[config.mk]
export PLATFORM = sky130hd
export DESIGN_NAME = mmio_bus_ctrl
export DESIGN_NICKNAME = d
export VERILOG_FILES = /design/src/rtl/mmio_bus_ctrl.sv
export SDC_FILE = /design/constraint.sdc
export NUM_CORES = 1
export LEC_CHECK = 0
export ABC_CLOCK_PERIOD_IN_PS = 4600
export CORE_AREA = 4 4 206 208
export CTS_CLUSTER_DIAMETER = 40
export DETAILED_ROUTE_END_ITERATION = 10
export DIE_AREA = 0 0 210 212
export REMOVE_ABC_BUFFERS = 1
export SLEW_MARGIN = 20
export SYNTH_ARGS = -nofsm -noshare
export SYNTH_HDL_FRONTEND = slang
export SYNTH_SLANG_ARGS = --single-unit
export TNS_END_PERCENT = 10
[constraint.sdc]
create_clock -name clock_i -period 4.6 [get_ports clock_i]
set_clock_uncertainty 0.1 [all_clocks]
set_input_delay 1.38 -clock clock_i [delete_from_list [all_inputs] [get_ports clock_i]]
set_output_delay 1.38 -clock clock_i [all_outputs]
set_load 0.03 [all_outputs]
[src/rtl/mmio_bus_ctrl.sv]
// MMIO data-port sequencer: region decode, one-hot select, ack/timeout wait, sticky error capture.
// Latency: select 1 cycle after the request edge, cpu_ack 1 cycle after dev_ack; the CPU holds cpu_req until cpu_ack.
module mmio_bus_ctrl #(
    parameter int              NDEV     = 10,
    parameter logic [11:0]     DEV_BASE = 12'h001,
    parameter logic [NDEV-1:0] RO_MASK  = 10'b0111111000,
    parameter int              TIMEOUT  = 16
) (
    input  logic                 clock_i,
    input  logic                 reset_i,
    input  logic                 cpu_req_i,
    input  logic                 cpu_we_i,
    input  logic [31:0]          cpu_addr_i,
    input  logic [31:0]          cpu_wdata_i,
    input  logic [2:0]           cpu_memop_i,
    output logic [31:0]          cpu_rdata_o,
    output logic                 cpu_ack_o,
    output logic                 cpu_err_o,
    output logic [NDEV-1:0]      dev_sel_o,
    output logic                 dev_we_o,
    output logic [19:0]          dev_addr_o,
    output logic [31:0]          dev_wdata_o,
    output logic [2:0]           dev_memop_o,
    input  logic [32*NDEV-1:0]   dev_rdata_i,
    input  logic [NDEV-1:0]      dev_ack_i,
    output logic [1:0]           err_code_o,
    output logic [31:0]          err_addr_o,
    input  logic                 err_clr_i
);

    localparam int CNTW = (TIMEOUT > 1) ? $clog2(TIMEOUT) : 1;

    typedef enum logic [1:0] {
        ST_IDLE = 2'd0,
        ST_WAIT = 2'd1,
        ST_RESP = 2'd2
    } state_t;

    state_t            state_q;
    logic [CNTW-1:0]   cnt_q;
    logic [31:0]       addr_q;
    logic [31:0]       wdata_q;
    logic [2:0]        memop_q;
    logic [NDEV-1:0]   dev_sel_q;
    logic              dev_we_q;
    logic              cpu_ack_q;
    logic              cpu_err_q;
    logic [31:0]       cpu_rdata_q;
    logic [1:0]        err_code_q;
    logic [31:0]       err_addr_q;

    logic [11:0]       region;
    logic [11:0]       idx;
    logic              region_ok;
    logic              ro_hit;
    logic              access_ok;
    logic [NDEV-1:0]   sel_dec;
    logic              ack_hit;
    logic              tmo_hit;
    logic [31:0]       rd_mux;
    logic              err_new_d;
    logic [1:0]        err_code_d;
    logic [31:0]       err_addr_d;

    // Decode in 12-bit unsigned arithmetic so regions below DEV_BASE wrap to a large idx and fail.
    always_comb begin
        region    = cpu_addr_i[31:20];
        idx       = region - DEV_BASE;
        region_ok = (region >= DEV_BASE) && (idx < 12'(NDEV));
        sel_dec   = '0;
        ro_hit    = 1'b0;
        for (int i = 0; i < NDEV; i++) begin
            if (idx == 12'(i)) begin
                sel_dec[i] = 1'b1;
                ro_hit     = RO_MASK[i];
            end
        end
        access_ok = region_ok && !(cpu_we_i && ro_hit);
    end

    // Masking with the registered select makes acks from unselected devices invisible.
    always_comb begin
        ack_hit = |(dev_ack_i & dev_sel_q);
        tmo_hit = (cnt_q == CNTW'(TIMEOUT - 1));
        rd_mux  = '0;
        for (int i = 0; i < NDEV; i++) begin
            rd_mux = rd_mux | (dev_rdata_i[32*i +: 32] & {32{dev_sel_q[i]}});
        end
    end

    always_comb begin
        err_new_d  = 1'b0;
        err_code_d = 2'd0;
        err_addr_d = 32'd0;
        if (state_q == ST_IDLE && cpu_req_i && !access_ok) begin
            err_new_d  = 1'b1;
            err_code_d = cpu_we_i ? 2'd2 : 2'd1;
            err_addr_d = cpu_addr_i;
        end else if (state_q == ST_WAIT && !ack_hit && tmo_hit) begin
            err_new_d  = 1'b1;
            err_code_d = 2'd3;
            err_addr_d = addr_q;
        end
    end

    always_ff @(posedge clock_i) begin
        if (reset_i) begin
            state_q     <= ST_IDLE;
            cnt_q       <= '0;
            addr_q      <= '0;
            wdata_q     <= '0;
            memop_q     <= '0;
            dev_sel_q   <= '0;
            dev_we_q    <= 1'b0;
            cpu_ack_q   <= 1'b0;
            cpu_err_q   <= 1'b0;
            cpu_rdata_q <= '0;
            err_code_q  <= '0;
            err_addr_q  <= '0;
        end else begin
            case (state_q)
                ST_IDLE: begin
                    cpu_ack_q   <= 1'b0;
                    cpu_err_q   <= 1'b0;
                    cpu_rdata_q <= '0;
                    if (cpu_req_i) begin
                        addr_q  <= cpu_addr_i;
                        wdata_q <= cpu_wdata_i;
                        memop_q <= cpu_memop_i;
                        if (access_ok) begin
                            dev_sel_q <= sel_dec;
                            dev_we_q  <= cpu_we_i;
                            cnt_q     <= '0;
                            state_q   <= ST_WAIT;
                        end else begin
                            cpu_ack_q <= 1'b1;
                            cpu_err_q <= 1'b1;
                            state_q   <= ST_RESP;
                        end
                    end
                end
                ST_WAIT: begin
                    if (ack_hit) begin
                        dev_sel_q   <= '0;
                        dev_we_q    <= 1'b0;
                        cnt_q       <= '0;
                        cpu_ack_q   <= 1'b1;
                        cpu_err_q   <= 1'b0;
                        cpu_rdata_q <= dev_we_q ? 32'd0 : rd_mux;
                        state_q     <= ST_RESP;
                    end else if (tmo_hit) begin
                        dev_sel_q   <= '0;
                        dev_we_q    <= 1'b0;
                        cnt_q       <= '0;
                        cpu_ack_q   <= 1'b1;
                        cpu_err_q   <= 1'b1;
                        cpu_rdata_q <= '0;
                        state_q     <= ST_RESP;
                    end else begin
                        cnt_q <= cnt_q + 1'b1;
                    end
                end
                ST_RESP: begin
                    cpu_ack_q   <= 1'b0;
                    cpu_err_q   <= 1'b0;
                    cpu_rdata_q <= '0;
                    state_q     <= ST_IDLE;
                end
                default: begin
                    dev_sel_q <= '0;
                    dev_we_q  <= 1'b0;
                    cpu_ack_q <= 1'b0;
                    state_q   <= ST_IDLE;
                end
            endcase

            // First error is sticky; a clear coinciding with a new error keeps the new one.
            if (err_new_d && (err_code_q == 2'd0 || err_clr_i)) begin
                err_code_q <= err_code_d;
                err_addr_q <= err_addr_d;
            end else if (err_clr_i) begin
                err_code_q <= '0;
                err_addr_q <= '0;
            end
        end
    end

    assign cpu_rdata_o = cpu_rdata_q;
    assign cpu_ack_o   = cpu_ack_q;
    assign cpu_err_o   = cpu_err_q;
    assign dev_sel_o   = dev_sel_q;
    assign dev_we_o    = dev_we_q;
    assign dev_addr_o  = addr_q[19:0];
    assign dev_wdata_o = wdata_q;
    assign dev_memop_o = memop_q;
    assign err_code_o  = err_code_q;
    assign err_addr_o  = err_addr_q;

endmodule

==> results.ini <==
[routing]
drtAntennaViolNets = 0
wl_um = 49920
num_vias = 10030
firstDrtPassIters = 5
routed_via_density = 4.920
drt_iter0_markers = 584
drc = 0
wl_per_cell_um = 24.48

[synth]
synth_most_common_cell = nand2_1
yosys-mux-area-fraction = 0.03336
synth_compound_area_frac = 0.3106
synth_area_per_cell_um2 = 8.156
yosysTopAreaCellShare = 0.3705
synth_top_flop_cell = dfxtp_1
synthArstFlopShare = 0
synth-simple-area-share = 0.1988
synth-xor-area-share = 0.003199
synth_edf_count = 0
yosysTopAreaCell = dfxtp_1
synth_top_family_by_area = compound AO/OA/AOI/OAI gates
yosysSeqAreaShare = 0.3705
syn_inst = 1007
syn-cell-area_um2 = 8213
synth_seq_cells = 152
synthAdderAreaFrac = 0.01523
yosys-top-cells-count = 180 x nand2_1, 152 x dfxtp_1, 111 x a21oi_1
synth_area_leaders = dfxtp_1 37%, a22oi_1 9.1%, nand2_1 8.2%
synth_warnings = 0
synth.distinct_cells = 58

[power_and_ir_drop]
powerDensity_nw_per_um2 = 262.3
swShare = 0.2831
p_comb_frac = 0.221
p_seq_frac = 0.363
vdd_drop_max_v = 0.0002454
p_int_mw = 2.777
clkPwrFrac = 0.415
finalPower_mw = 3.873
switchingPower_mw = 1.096
leakage_nw = 5.088

[cts]
cts_sinks = 152
cts-root-buf = clkbuf_16
cts_setup_buffers = 0
clk_path_buf_depth = 2
cts_buffers = 17
insertion_delay_ns = 0.44
htreeDepth = 4
ctsResizeCount = 0
hold_buffers = 0
cts_tree = built
cts.clk_slew.worst_paths_ns = 0.07

[timing]
tns_ns = 0
setup_violations = 0
max_freq_mhz = 247.2
tightest_slew_ns = 0.9486
grt_setup_unrepaired = no
finalHoldViolCount = 0
drv_slew = 0
timing.slew.headroom = 0.3676
fin_crit_sh = 0.8796
fin_crit_ns = 4.046
fin_ws_ns = 0.5541

[critical_path]
cp-end-kind = flip-flop
path_max_fanout = 8
start_kind = input port
cp.required_ns = 4.87
criticalPathCategory = in -> reg
arrival_ns = 4.32

[layout]
finalNetCount = 1895
utilization = 0.3642
area_growth_syn_to_layout_pct = 79.81
fillers = 4181
drive_gt1_frac = 0.06885

[grt]
overflow = 0
grt_pass1_vias = 10350
grt_antenna_before_repair = 19
grt_max_degree = 69
grt_first_pass_wirelength_um = 70680
track_usage = 0.2132

[floorplanning]
die_height_um = 212
die_area_um2 = 44520
fp.dieW_um = 210
start_util = 0.2025
core-area_um2 = 40550
rows = 74
io_pins = 536

[status]
status = complete, no violations

[hold_path]
hold_path.class = reg -> reg

[placed_design]
place_ws_ns = 0.1391
io_buffers = 535
place_congestion = 0.9328
dp_hpwl_um = 38980

[flow_run]
drv_cap = 0

cell type report:
type                            instances  area [um^2]  share of cell area
Antenna cell                           11        27.53            0.001864
Clock buffer                           17        425.4             0.02881
Clock inverter                         15        231.5             0.01567
Inverter                               11        41.29            0.002796
Multi-Input combinational cell        729         4662              0.3157
Sequential cell                       152         3055              0.2069
Tap cell                              532        665.6             0.04507
Timing Repair Buffer                  572         5659              0.3832
sequential cells by signal, indices dropped and copies added, names as in the netlist:
name         cells
addr_q          32
cpu_rdata_o     32
dev_wdata_o     32
err_addr_o      32
dev_sel_o       10
cnt_q            4
dev_memop_o      3
err_code_o       2
state_q          2
cpu_ack_o        1
cpu_err_o        1
dev_we_o         1
path summary, 6_finish.rpt:
check / startpoint / to / slack (ns) / depth (start not counted)
max: cpu_addr_i[20] / cnt_q[2]$_SDFFE_PP0P_ / 0.55 / 11
min: cpu_rdata_o[0]$_SDFFE_PP0P_ / cpu_rdata_o[0]$_SDFFE_PP0P_ / 0.35 / 2
max reg2reg: dev_sel_o[9]$_SDFFE_PP0P_ / cpu_rdata_o[5]$_SDFFE_PP0P_ / 1.65 / 7
min reg2reg: cpu_rdata_o[0]$_SDFFE_PP0P_ / cpu_rdata_o[0]$_SDFFE_PP0P_ / 0.35 / 2
critical path: stages:
cell and delay [ns]:
clkdlybuf4s50_1 0.42, inv_1 0.14, ha_1 0.30, nor3b_1 0.32, xnor2_1 0.17, nand3_1 0.14, a2111oi_4 0.33, buf_4 0.21
a41oi_2 0.21, or4b_1 0.56, a21oi_1 0.15
cell families (layout without fill, tap and decap cells):
kind of cell | after synthesis | in the layout
other | 0 | 11
muxes | 27 | 27
DFF | 152 | 152
adders and majority gates | 10 | 10
and+or+nand+nor | 338 | 338
buffers and inverters | 126 | 615
xor gates and xnor gates | 3 | 3
AOI/OAI and AO/OA | 351 | 351
power groups by stage:
stage / sequential (mW) / combinational, mW / clock (mW)
global route: 1.41 / 0.909 / 1.70
CTS: 1.41 / 0.863 / 1.66
finish: 1.41 / 0.857 / 1.61
global placement: 1.44 / 0.849 / 0
detailed placement: 1.44 / 0.859 / 0
floorplan: 1.53 / 0.174 / 0
metrics by stage:
step / hold slack, ns / area [um^2] / std cells
2_1_floorplan: 0.3257 / 7694 / 892
3_3_place_gp: 0.3376 / 14070 / 1995
3_5_place_dp: 0.3448 / 14080 / 1996
4_1_cts: 0.3551 / 14740 / 2028
5_1_grt: 0.3729 / 14760 / 2037
6_report: 0.3539 / 14770 / 2039
per-layer routing:
metal	up-vias	GRT usage	part of all wire
met4	10	0.08393	0.030
met1	4756	0.2497	0.39
li1	4714	-	-
met5	-	0	0.0013
met3	73	0.06920	0.091
met2	479	0.3635	0.48
cells in the final DEF, fill, tap and decap left out, types with 3 or more instances in the layout:
cell / count
nor3_1: 8
inv_8: 3
nand3_1: 38
and2_1: 24
a221oi_1: 32
dfxtp_2: 10
bufinv_16: 4
mux2_2: 3
inv_1: 11
diode_2: 11
o21ai_0: 5
nand4_1: 36
mux2i_1: 24
clkdlybuf4s50_1: 534
o2bb2ai_1: 28
nand2b_1: 3
nand2_1: 179
a22oi_1: 100
a21oi_1: 111
ha_1: 10
dfxtp_1: 142
inv_6: 4
buf_4: 35
clkbuf_16: 17
nor2_1: 19
a221o_1: 8
clkinv_4: 3
nor2b_1: 4
nor3b_1: 8
a22o_1: 41
(Power assumes the default switching activity.)
